**src/rtl/wreg_pkg.sv**
```systemverilog
// Shared definitions for the destination-register selector and pending-write scoreboard.
package wreg_pkg;

    typedef enum logic [1:0] {
        WSEL_RT = 2'b00,
        WSEL_SP = 2'b01,
        WSEL_RA = 2'b10,
        WSEL_RD = 2'b11
    } wsel_e;

    localparam int DEF_SP_IDX = 29;
    localparam int DEF_RA_IDX = 31;

endpackage

```
**src/rtl/wreg_scoreboard_if.sv**
```systemverilog
// Issue/writeback bundle between the control unit (master) and the write-register scoreboard (slave).
interface wreg_scoreboard_if #(
    parameter int REG_W    = 5,
    parameter int NUM_REGS = 32
);
    logic [1:0]          selector;
    logic [REG_W-1:0]    rt_idx;
    logic [REG_W-1:0]    rd_idx;
    logic [REG_W-1:0]    src_a_idx;
    logic [REG_W-1:0]    src_b_idx;
    logic                src_a_used;
    logic                src_b_used;
    logic                issue_valid;
    logic                issue_ready;
    logic                wb_valid;
    logic [REG_W-1:0]    wb_idx;
    logic                flush;
    logic [REG_W-1:0]    dest_comb;
    logic [REG_W-1:0]    dest_q;
    logic [NUM_REGS-1:0] busy_vec;
    logic [REG_W:0]      pend_count;
    logic                wb_err;

    modport master (
        output selector, rt_idx, rd_idx, src_a_idx, src_b_idx, src_a_used, src_b_used,
               issue_valid, wb_valid, wb_idx, flush,
        input  issue_ready, dest_comb, dest_q, busy_vec, pend_count, wb_err
    );

    modport slave (
        input  selector, rt_idx, rd_idx, src_a_idx, src_b_idx, src_a_used, src_b_used,
               issue_valid, wb_valid, wb_idx, flush,
        output issue_ready, dest_comb, dest_q, busy_vec, pend_count, wb_err
    );
endinterface

```
**src/rtl/wreg_dest_sel.sv**
```systemverilog
// 4:1 destination-register mux: rt, stack pointer, return address or rd.
module wreg_dest_sel
    import wreg_pkg::*;
#(
    parameter int REG_W  = 5,
    parameter int SP_IDX = DEF_SP_IDX,
    parameter int RA_IDX = DEF_RA_IDX
) (
    input  logic [1:0]       selector,
    input  logic [REG_W-1:0] rt_idx,
    input  logic [REG_W-1:0] rd_idx,
    output logic [REG_W-1:0] dest
);

    // Selector decode into the destination index
    always_comb begin
        dest = rt_idx;
        case (wsel_e'(selector))
            WSEL_RT: dest = rt_idx;
            WSEL_SP: dest = REG_W'(SP_IDX);
            WSEL_RA: dest = REG_W'(RA_IDX);
            WSEL_RD: dest = rd_idx;
            default: dest = rt_idx;
        endcase
    end

endmodule

```
**src/rtl/wreg_scoreboard.sv**
```systemverilog
// Destination selection plus pending-write scoreboard; stalls issue on RAW/WAW hazards,
// with a same-cycle writeback bypass.
module wreg_scoreboard
    import wreg_pkg::*;
#(
    parameter int REG_W    = 5,
    parameter int NUM_REGS = 32,
    parameter int SP_IDX   = DEF_SP_IDX,
    parameter int RA_IDX   = DEF_RA_IDX
) (
    input  logic           clk,
    input  logic           reset_n,
    wreg_scoreboard_if.slave bus
);

    localparam logic [NUM_REGS-1:0] ONE_HOT0 = {{(NUM_REGS-1){1'b0}}, 1'b1};
    localparam logic [REG_W:0]      CNT_ONE  = {{REG_W{1'b0}}, 1'b1};

    logic [REG_W-1:0]    dest_s;
    logic [NUM_REGS-1:0] wb_hit_s;
    logic [NUM_REGS-1:0] dest_hot_s;
    logic [NUM_REGS-1:0] busy_eff_s;
    logic [NUM_REGS-1:0] busy_next_s;
    logic [REG_W:0]      pend_next_s;
    logic                ready_s;
    logic                accept_s;
    logic                set_s;
    logic                clr_s;
    logic                wb_bad_s;

    logic [NUM_REGS-1:0] busy_vec_r;
    logic [REG_W:0]      pend_count_r;
    logic [REG_W-1:0]    dest_q_r;
    logic                wb_err_r;

    wreg_dest_sel #(
        .REG_W  (REG_W),
        .SP_IDX (SP_IDX),
        .RA_IDX (RA_IDX)
    ) u_dest_sel (
        .selector (bus.selector),
        .rt_idx   (bus.rt_idx),
        .rd_idx   (bus.rd_idx),
        .dest     (dest_s)
    );

    // Hazard detection with the writeback bypass, and the next scoreboard state
    always_comb begin
        wb_hit_s    = bus.wb_valid ? (ONE_HOT0 << bus.wb_idx) : {NUM_REGS{1'b0}};
        dest_hot_s  = ONE_HOT0 << dest_s;
        busy_eff_s  = busy_vec_r & ~wb_hit_s;
        ready_s     = !(bus.src_a_used && busy_eff_s[bus.src_a_idx])
                   && !(bus.src_b_used && busy_eff_s[bus.src_b_idx])
                   && !busy_eff_s[dest_s]
                   && !bus.flush;
        accept_s    = bus.issue_valid && ready_s;
        // r0 is hard-wired zero, so it is never tracked as pending
        set_s       = accept_s && (dest_s != {REG_W{1'b0}});
        clr_s       = bus.wb_valid && busy_vec_r[bus.wb_idx];
        wb_bad_s    = bus.wb_valid && !busy_vec_r[bus.wb_idx];
        // Clear first, then set, so a same-register set wins
        busy_next_s = (busy_vec_r & ~(clr_s ? wb_hit_s : {NUM_REGS{1'b0}}))
                    | (set_s ? dest_hot_s : {NUM_REGS{1'b0}});
        case ({set_s, clr_s})
            2'b10:   pend_next_s = pend_count_r + CNT_ONE;
            2'b01:   pend_next_s = pend_count_r - CNT_ONE;
            default: pend_next_s = pend_count_r;
        endcase
    end

    // Scoreboard state; flush empties the board but keeps dest_q and the error flag
    always_ff @(posedge clk or negedge reset_n) begin
        if (!reset_n) begin
            busy_vec_r   <= {NUM_REGS{1'b0}};
            pend_count_r <= {(REG_W+1){1'b0}};
            dest_q_r     <= {REG_W{1'b0}};
            wb_err_r     <= 1'b0;
        end else if (bus.flush) begin
            busy_vec_r   <= {NUM_REGS{1'b0}};
            pend_count_r <= {(REG_W+1){1'b0}};
        end else begin
            busy_vec_r   <= busy_next_s;
            pend_count_r <= pend_next_s;
            if (accept_s) begin
                dest_q_r <= dest_s;
            end
            if (wb_bad_s) begin
                wb_err_r <= 1'b1;
            end
        end
    end

    assign bus.dest_comb   = dest_s;
    assign bus.issue_ready = ready_s;
    assign bus.busy_vec    = busy_vec_r;
    assign bus.pend_count  = pend_count_r;
    assign bus.dest_q      = dest_q_r;
    assign bus.wb_err      = wb_err_r;

endmodule

```
**src/flat_wrapper.sv**
```systemverilog
// flat-port wrapper written by rule: the top's interface ports become plain ports
module wreg_scoreboard_flat import wreg_pkg::*;
#(
    parameter int REG_W    = 5,
    parameter int NUM_REGS = 32,
    parameter int SP_IDX   = DEF_SP_IDX,
    parameter int RA_IDX   = DEF_RA_IDX
)
  (clk, reset_n, bus_selector, bus_rt_idx, bus_rd_idx, bus_src_a_idx, bus_src_b_idx, bus_src_a_used, bus_src_b_used, bus_issue_valid, bus_wb_valid, bus_wb_idx, bus_flush, bus_issue_ready, bus_dest_comb, bus_dest_q, bus_busy_vec, bus_pend_count, bus_wb_err);
  wreg_scoreboard_if #(.REG_W(REG_W), .NUM_REGS(NUM_REGS)) bus_i ();
  input  logic clk;
  input  logic reset_n;
  input wire logic [$bits(bus_i.selector)-1:0] bus_selector;
  input wire logic [$bits(bus_i.rt_idx)-1:0] bus_rt_idx;
  input wire logic [$bits(bus_i.rd_idx)-1:0] bus_rd_idx;
  input wire logic [$bits(bus_i.src_a_idx)-1:0] bus_src_a_idx;
  input wire logic [$bits(bus_i.src_b_idx)-1:0] bus_src_b_idx;
  input wire logic [$bits(bus_i.src_a_used)-1:0] bus_src_a_used;
  input wire logic [$bits(bus_i.src_b_used)-1:0] bus_src_b_used;
  input wire logic [$bits(bus_i.issue_valid)-1:0] bus_issue_valid;
  input wire logic [$bits(bus_i.wb_valid)-1:0] bus_wb_valid;
  input wire logic [$bits(bus_i.wb_idx)-1:0] bus_wb_idx;
  input wire logic [$bits(bus_i.flush)-1:0] bus_flush;
  output wire logic [$bits(bus_i.issue_ready)-1:0] bus_issue_ready;
  output wire logic [$bits(bus_i.dest_comb)-1:0] bus_dest_comb;
  output wire logic [$bits(bus_i.dest_q)-1:0] bus_dest_q;
  output wire logic [$bits(bus_i.busy_vec)-1:0] bus_busy_vec;
  output wire logic [$bits(bus_i.pend_count)-1:0] bus_pend_count;
  output wire logic [$bits(bus_i.wb_err)-1:0] bus_wb_err;
  assign bus_i.selector = bus_selector;
  assign bus_i.rt_idx = bus_rt_idx;
  assign bus_i.rd_idx = bus_rd_idx;
  assign bus_i.src_a_idx = bus_src_a_idx;
  assign bus_i.src_b_idx = bus_src_b_idx;
  assign bus_i.src_a_used = bus_src_a_used;
  assign bus_i.src_b_used = bus_src_b_used;
  assign bus_i.issue_valid = bus_issue_valid;
  assign bus_i.wb_valid = bus_wb_valid;
  assign bus_i.wb_idx = bus_wb_idx;
  assign bus_i.flush = bus_flush;
  assign bus_issue_ready = bus_i.issue_ready;
  assign bus_dest_comb = bus_i.dest_comb;
  assign bus_dest_q = bus_i.dest_q;
  assign bus_busy_vec = bus_i.busy_vec;
  assign bus_pend_count = bus_i.pend_count;
  assign bus_wb_err = bus_i.wb_err;
  wreg_scoreboard #(.REG_W(REG_W), .NUM_REGS(NUM_REGS), .SP_IDX(SP_IDX), .RA_IDX(RA_IDX)) u_core (.clk(clk), .reset_n(reset_n), .bus(bus_i));
endmodule
```
**config.mk**
```make
export PLATFORM = sky130hd
export DESIGN_NAME = wreg_scoreboard_flat
export DESIGN_NICKNAME = d
export VERILOG_FILES = /design/src/rtl/wreg_pkg.sv /design/src/rtl/wreg_scoreboard_if.sv /design/src/rtl/wreg_dest_sel.sv /design/src/rtl/wreg_scoreboard.sv /design/src/flat_wrapper.sv
export SDC_FILE = /design/constraint.sdc
export NUM_CORES = 1
export LEC_CHECK = 0
export CAP_MARGIN = 20
export CORE_ASPECT_RATIO = 0.75
export CORE_UTILIZATION = 56
export CTS_BUF_LIST = sky130_fd_sc_hd__clkbuf_4 sky130_fd_sc_hd__clkbuf_8
export DETAILED_ROUTE_END_ITERATION = 10
export PLACE_DENSITY_LB_ADDON = 0.2
export REMOVE_ABC_BUFFERS = 1
export SLEW_MARGIN = 20
export SYNTH_ARGS = -nofsm -noshare
export SYNTH_HDL_FRONTEND = slang
export SYNTH_HIERARCHICAL = 1
export SYNTH_SLANG_ARGS = --single-unit
```
**constraint.sdc**
```tcl
create_clock -name clk -period 7 [get_ports clk]
set_clock_uncertainty 0.15 [all_clocks]
set_input_delay 0.7 -clock clk [delete_from_list [all_inputs] [get_ports clk]]
set_output_delay 0.7 -clock clk [all_outputs]
set_load 0.03 [all_outputs]
```
==> metrics list <==
* Unrepaired setup endpoints after global routing: no
- Data required time at the worst endpoint: 7.04 ns
- Headroom to the max-slew limit came out at 32.8%.
- Finished Cell Area: 0.00442 mm2
- Leading post-synthesis cells by instance count: 54 x sky130_fd_sc_hd__nand2_1, 44 x sky130_fd_sc_hd__dfrtp_1, 34 x sky130_fd_sc_hd__o21ai_0, 31 x sky130_fd_sc_hd__o22ai_1, 23 x sky130_fd_sc_hd__nor2_1
- Slew at the pin closest to its max-slew limit: 1.01 ns
* Synth Register Bits: 44
* Chain of cells forming the critical path: clkdlybuf4s50_1 > nand4_1 > o21ai_0 > o22ai_1 > nor4_1 > a21oi_1 > nor4_4 > and2_1 > a21oi_1 > ha_1 > a21o_1 > a21oi_1 > nor2b_1 > o21ai_0 > nand4_1 > mux2i_1 > mux2_2
- Counting instances, the worst hold path has a depth of 1.
- The region available for standard cell placement spans 0.00592 mm2.
- Number of buffers inserted by hold repair at cts: 0
- Kind of capture point of the worst setup path: flip-flop
- In the post-synthesis netlist, the cell with the most instances is sky130_fd_sc_hd__nand2_1.
* Synthesized area: 0.00349 mm2
* Number of unique standard cell types used by synthesis: 59
- Overall die height: 70.3 um
- Fin crit share: 84.3%
- The hold violation total from the final report came to 0.
* Leakage power: 1.60 nW
- In the final layout, the multi-input gates occupy 0.00224 mm2.
* N_diodes: 0
- Vias after detailed routing: 4101
- Run status: completed
- After detailed routing, the total wire length is 13.5 mm.
- The finished layout holds 553 standard cells, fillers aside.
- Entering global routing, the biggest net connects 45 pins.
* Overall die width: 93.1 um
- The number of global-route vias before repair came to 3856.
* Maximum fanout encountered on the critical timing path: 15
* Setup TNS after final layout: 0 ns
- Count of flip-flops with a built-in enable after synthesis: 0
* Clock latency of the later-clocked register in the worst-skew pair: 0.30 ns
- Of the synthesized area, sequential elements account for 31.6%.
* Layout overhead on the synthesized area: 26.7%
* Sequential Power Share: 41.7%
- Worst Reg-to-Reg Cells: 15
* Global-route wire length before repair: 21.2 mm
- Max-cap violations in this run came to 0.
* Routed vias/inst: 7.42
- All-Layer GR Usage: 43.4%
- Endpoints failing setup: 0
* Setup WS pre-CTS: 1.08 ns
- In this run, placement finished with an instance count of 545.
- In the final layout, the share of cells above drive strength 1 is 6.95%.
* Ports placed on the boundary: 84
* Tightest hold margin: 0.342 ns
* Filler cell count: 419
- At the end of routability-driven placement, the weighted congestion stood at 1.12.
- The share of synthesized area in the top cell type comes to 31.6%.
- The placed instances occupy a cell area of 0.00431 mm2.
- Clock-pin slew was measured on the worst setup and hold paths at 0.08 ns.
* Warning count from the yosys run: 6
- Main synth FF type: sky130_fd_sc_hd__dfrtp_1
* Overall power after layout: 0.650 mW
- The number of max-slew violations in the final report was 0.
- Cell count after synthesis: 406
- Count of clock tree sinks: 44
- Arrival time at the worst endpoint: 5.95 ns
- Average cell area after synthesis: 8.59 um2
- Core Util, Final: 74.7%
- Max frequency: 169 MHz
- Sequential standard cell area: 0.00110 mm2
- Maximum vdd ir drop: 0.000147 V
- Longest Clk Path Bufs: 2
- The floorplan step defined a die boundary enclosing 0.00655 mm2.
- Startpoint kind of the worst setup timing path: input port
* Post-route worst setup slack: 1.10 ns
- The count of buffers added on input and output ports is 83.
- Async set-reset flop share out of synthesis: 100%
* Post-synthesis cell type with the largest combined area: sky130_fd_sc_hd__dfrtp_1
* DR pass1 iterations: 5
* Antenna-violating nets left: 0
- Switching power of the nets: 0.212 mW
- For this run the aggregate overflow at the end of global routing stands at 0.
- TritonCTS buffer count: 5
* Proportion of power drawn by combinational gates: 27.7%
* Clock tree from TritonCTS: done
* H-Tree Level Count: 2
- Clock Power Share: 30.7%
- Post-layout net count: 513
- The worst hold path belongs to the class flip-flop to flip-flop.
- Drt initial violations: 689
- Critical setup path kind: input port to flip-flop
- For this configuration, the core starts out at a cell density of 58.9%.
- The largest single stage delay on the critical path is 0.96 ns.
* Total power density per cell area: 147 mW/mm2
* Number of antenna violations at the first check in global routing: 0
- Cell seen most often among critical-path stages: sky130_fd_sc_hd__a21oi_1
- The slowest stage of the critical path belongs to the cell sky130_fd_sc_hd__clkdlybuf4s50_1.
* Post-CTS Setup Repair Bufs: 0
- Once the clock tree was built, the resizer swapped 0 gates to a different size.
- In the routed design, unresolved DRC markers number 0.
- Detail-routed net length per standard cell: 24.5 um
- Detailed placement finished with a half-perimeter wire length of 9.86 mm.
* Rows: 24
* Crit path time final: 5.90 ns
* Area contributors post-synth: sky130_fd_sc_hd__dfrtp_1 32%, sky130_fd_sc_hd__mux4_2 5.8%, sky130_fd_sc_hd__nand2_1 5.8%, sky130_fd_sc_hd__o22ai_1 5.6%, sky130_fd_sc_hd__o21ai_0 4.9%
- Switching share of power: 32.6%
- Total internal power: 0.438 mW
- In this run the clock root is driven by a sky130_fd_sc_hd__clkbuf_8.
## metal layers
| metal | share of wire (%) | track usage (%) | up-vias |
|---|---|---|---|
| met3 | 16 | 18.6 | 60 |
| met5 | 0 | 2.50 | - |
| met2 | 40 | 59.2 | 418 |
| met1 | 40 | 61.3 | 1909 |
| met4 | 3.7 | 14.4 | 0 |
| li1 | - | - | 1714 |
## placed cells by master (no fill, tap or decap), types with 2 or more instances in the layout
cell,count
sky130_fd_sc_hd__a21o_1,2
sky130_fd_sc_hd__a21oi_1,22
sky130_fd_sc_hd__a22oi_1,2
sky130_fd_sc_hd__and2_1,5
sky130_fd_sc_hd__buf_4,2
sky130_fd_sc_hd__clkbuf_8,5
sky130_fd_sc_hd__clkdlybuf4s50_1,82
sky130_fd_sc_hd__dfrtp_1,44
sky130_fd_sc_hd__ha_1,4
sky130_fd_sc_hd__inv_1,4
sky130_fd_sc_hd__mux2_1,2
sky130_fd_sc_hd__mux2_2,3
sky130_fd_sc_hd__mux2i_1,8
sky130_fd_sc_hd__mux4_2,9
sky130_fd_sc_hd__nand2_1,54
sky130_fd_sc_hd__nand2b_1,8
sky130_fd_sc_hd__nand3_1,6
sky130_fd_sc_hd__nand3_2,2
sky130_fd_sc_hd__nand4_1,2
sky130_fd_sc_hd__nand4b_1,3
sky130_fd_sc_hd__nand4bb_1,3
sky130_fd_sc_hd__nor2_1,23
sky130_fd_sc_hd__nor2b_1,15
sky130_fd_sc_hd__nor3_1,4
sky130_fd_sc_hd__nor4_1,7
sky130_fd_sc_hd__o2111ai_1,6
sky130_fd_sc_hd__o211ai_1,12
sky130_fd_sc_hd__o21ai_0,33
sky130_fd_sc_hd__o21ai_1,4
sky130_fd_sc_hd__o21ai_2,3
sky130_fd_sc_hd__o22a_1,4
sky130_fd_sc_hd__o22ai_1,31
sky130_fd_sc_hd__o2bb2ai_1,3
sky130_fd_sc_hd__o31a_1,2
sky130_fd_sc_hd__o31ai_1,3
sky130_fd_sc_hd__o32ai_1,16
sky130_fd_sc_hd__or3_1,12
## flip-flops by register name (all words and copies together) (netlist names)
register,flops
u_core/bus.pend_count,6
u_core/bus.busy_vec,32
u_core/bus.dest_q,5
u_core/bus.wb_err,1
## kinds of logic after synthesis
family	synth area share [%]
AND/OR/NAND/NOR	23.2
AO/OA/AOI/OAI	28.5
flip-flops	31.6
buffers and inverters	4.02
multiplexers	9.73
adder cells (fa/ha/maj)	2.01
XOR/XNOR	0.969
## worst paths after layout
kind                                    startpoint                  endpoint  slack, ns
max reg2reg                u_core/bus.busy_vec[24]  u_core/bus.pend_count[5]       2.63
min reg2reg                      u_core/bus.wb_err         u_core/bus.wb_err       0.34
min in group asynchronous                  reset_n   u_core/bus.busy_vec[15]       0.40
max in group asynchronous                  reset_n   u_core/bus.busy_vec[16]       5.67
min                              u_core/bus.wb_err         u_core/bus.wb_err       0.34
max                                  bus_wb_idx[0]  u_core/bus.pend_count[5]       1.10
## power groups by stage
stage / logic, mW / clock network, mW / registers (mW)
floorplan: 0.0680 / 0 / 0.294
global placement: 0.170 / 0 / 0.275
detailed placement: 0.174 / 0 / 0.276
CTS: 0.175 / 0.200 / 0.271
global route: 0.189 / 0.212 / 0.272
finish: 0.180 / 0.199 / 0.271
## area by class of cell
cell class / count / area share [%]
Clock buffer: 6 / 1.73
Clock inverter: 2 / 0.793
Inverter: 6 / 0.510
Multi-Input combinational cell: 332 / 50.8
Sequential cell: 44 / 24.9
Tap cell: 78 / 2.21
Timing Repair Buffer: 85 / 19.0
## critical path, delay by kind of cell
family | cells | cell delay, ns
compound gates | 7 | 1.89
fa+ha+maj | 1 | 0.33
buf+inv | 1 | 0.96
mux | 2 | 0.53
simple gates | 6 | 1.52
(Power assumes the default switching activity.)
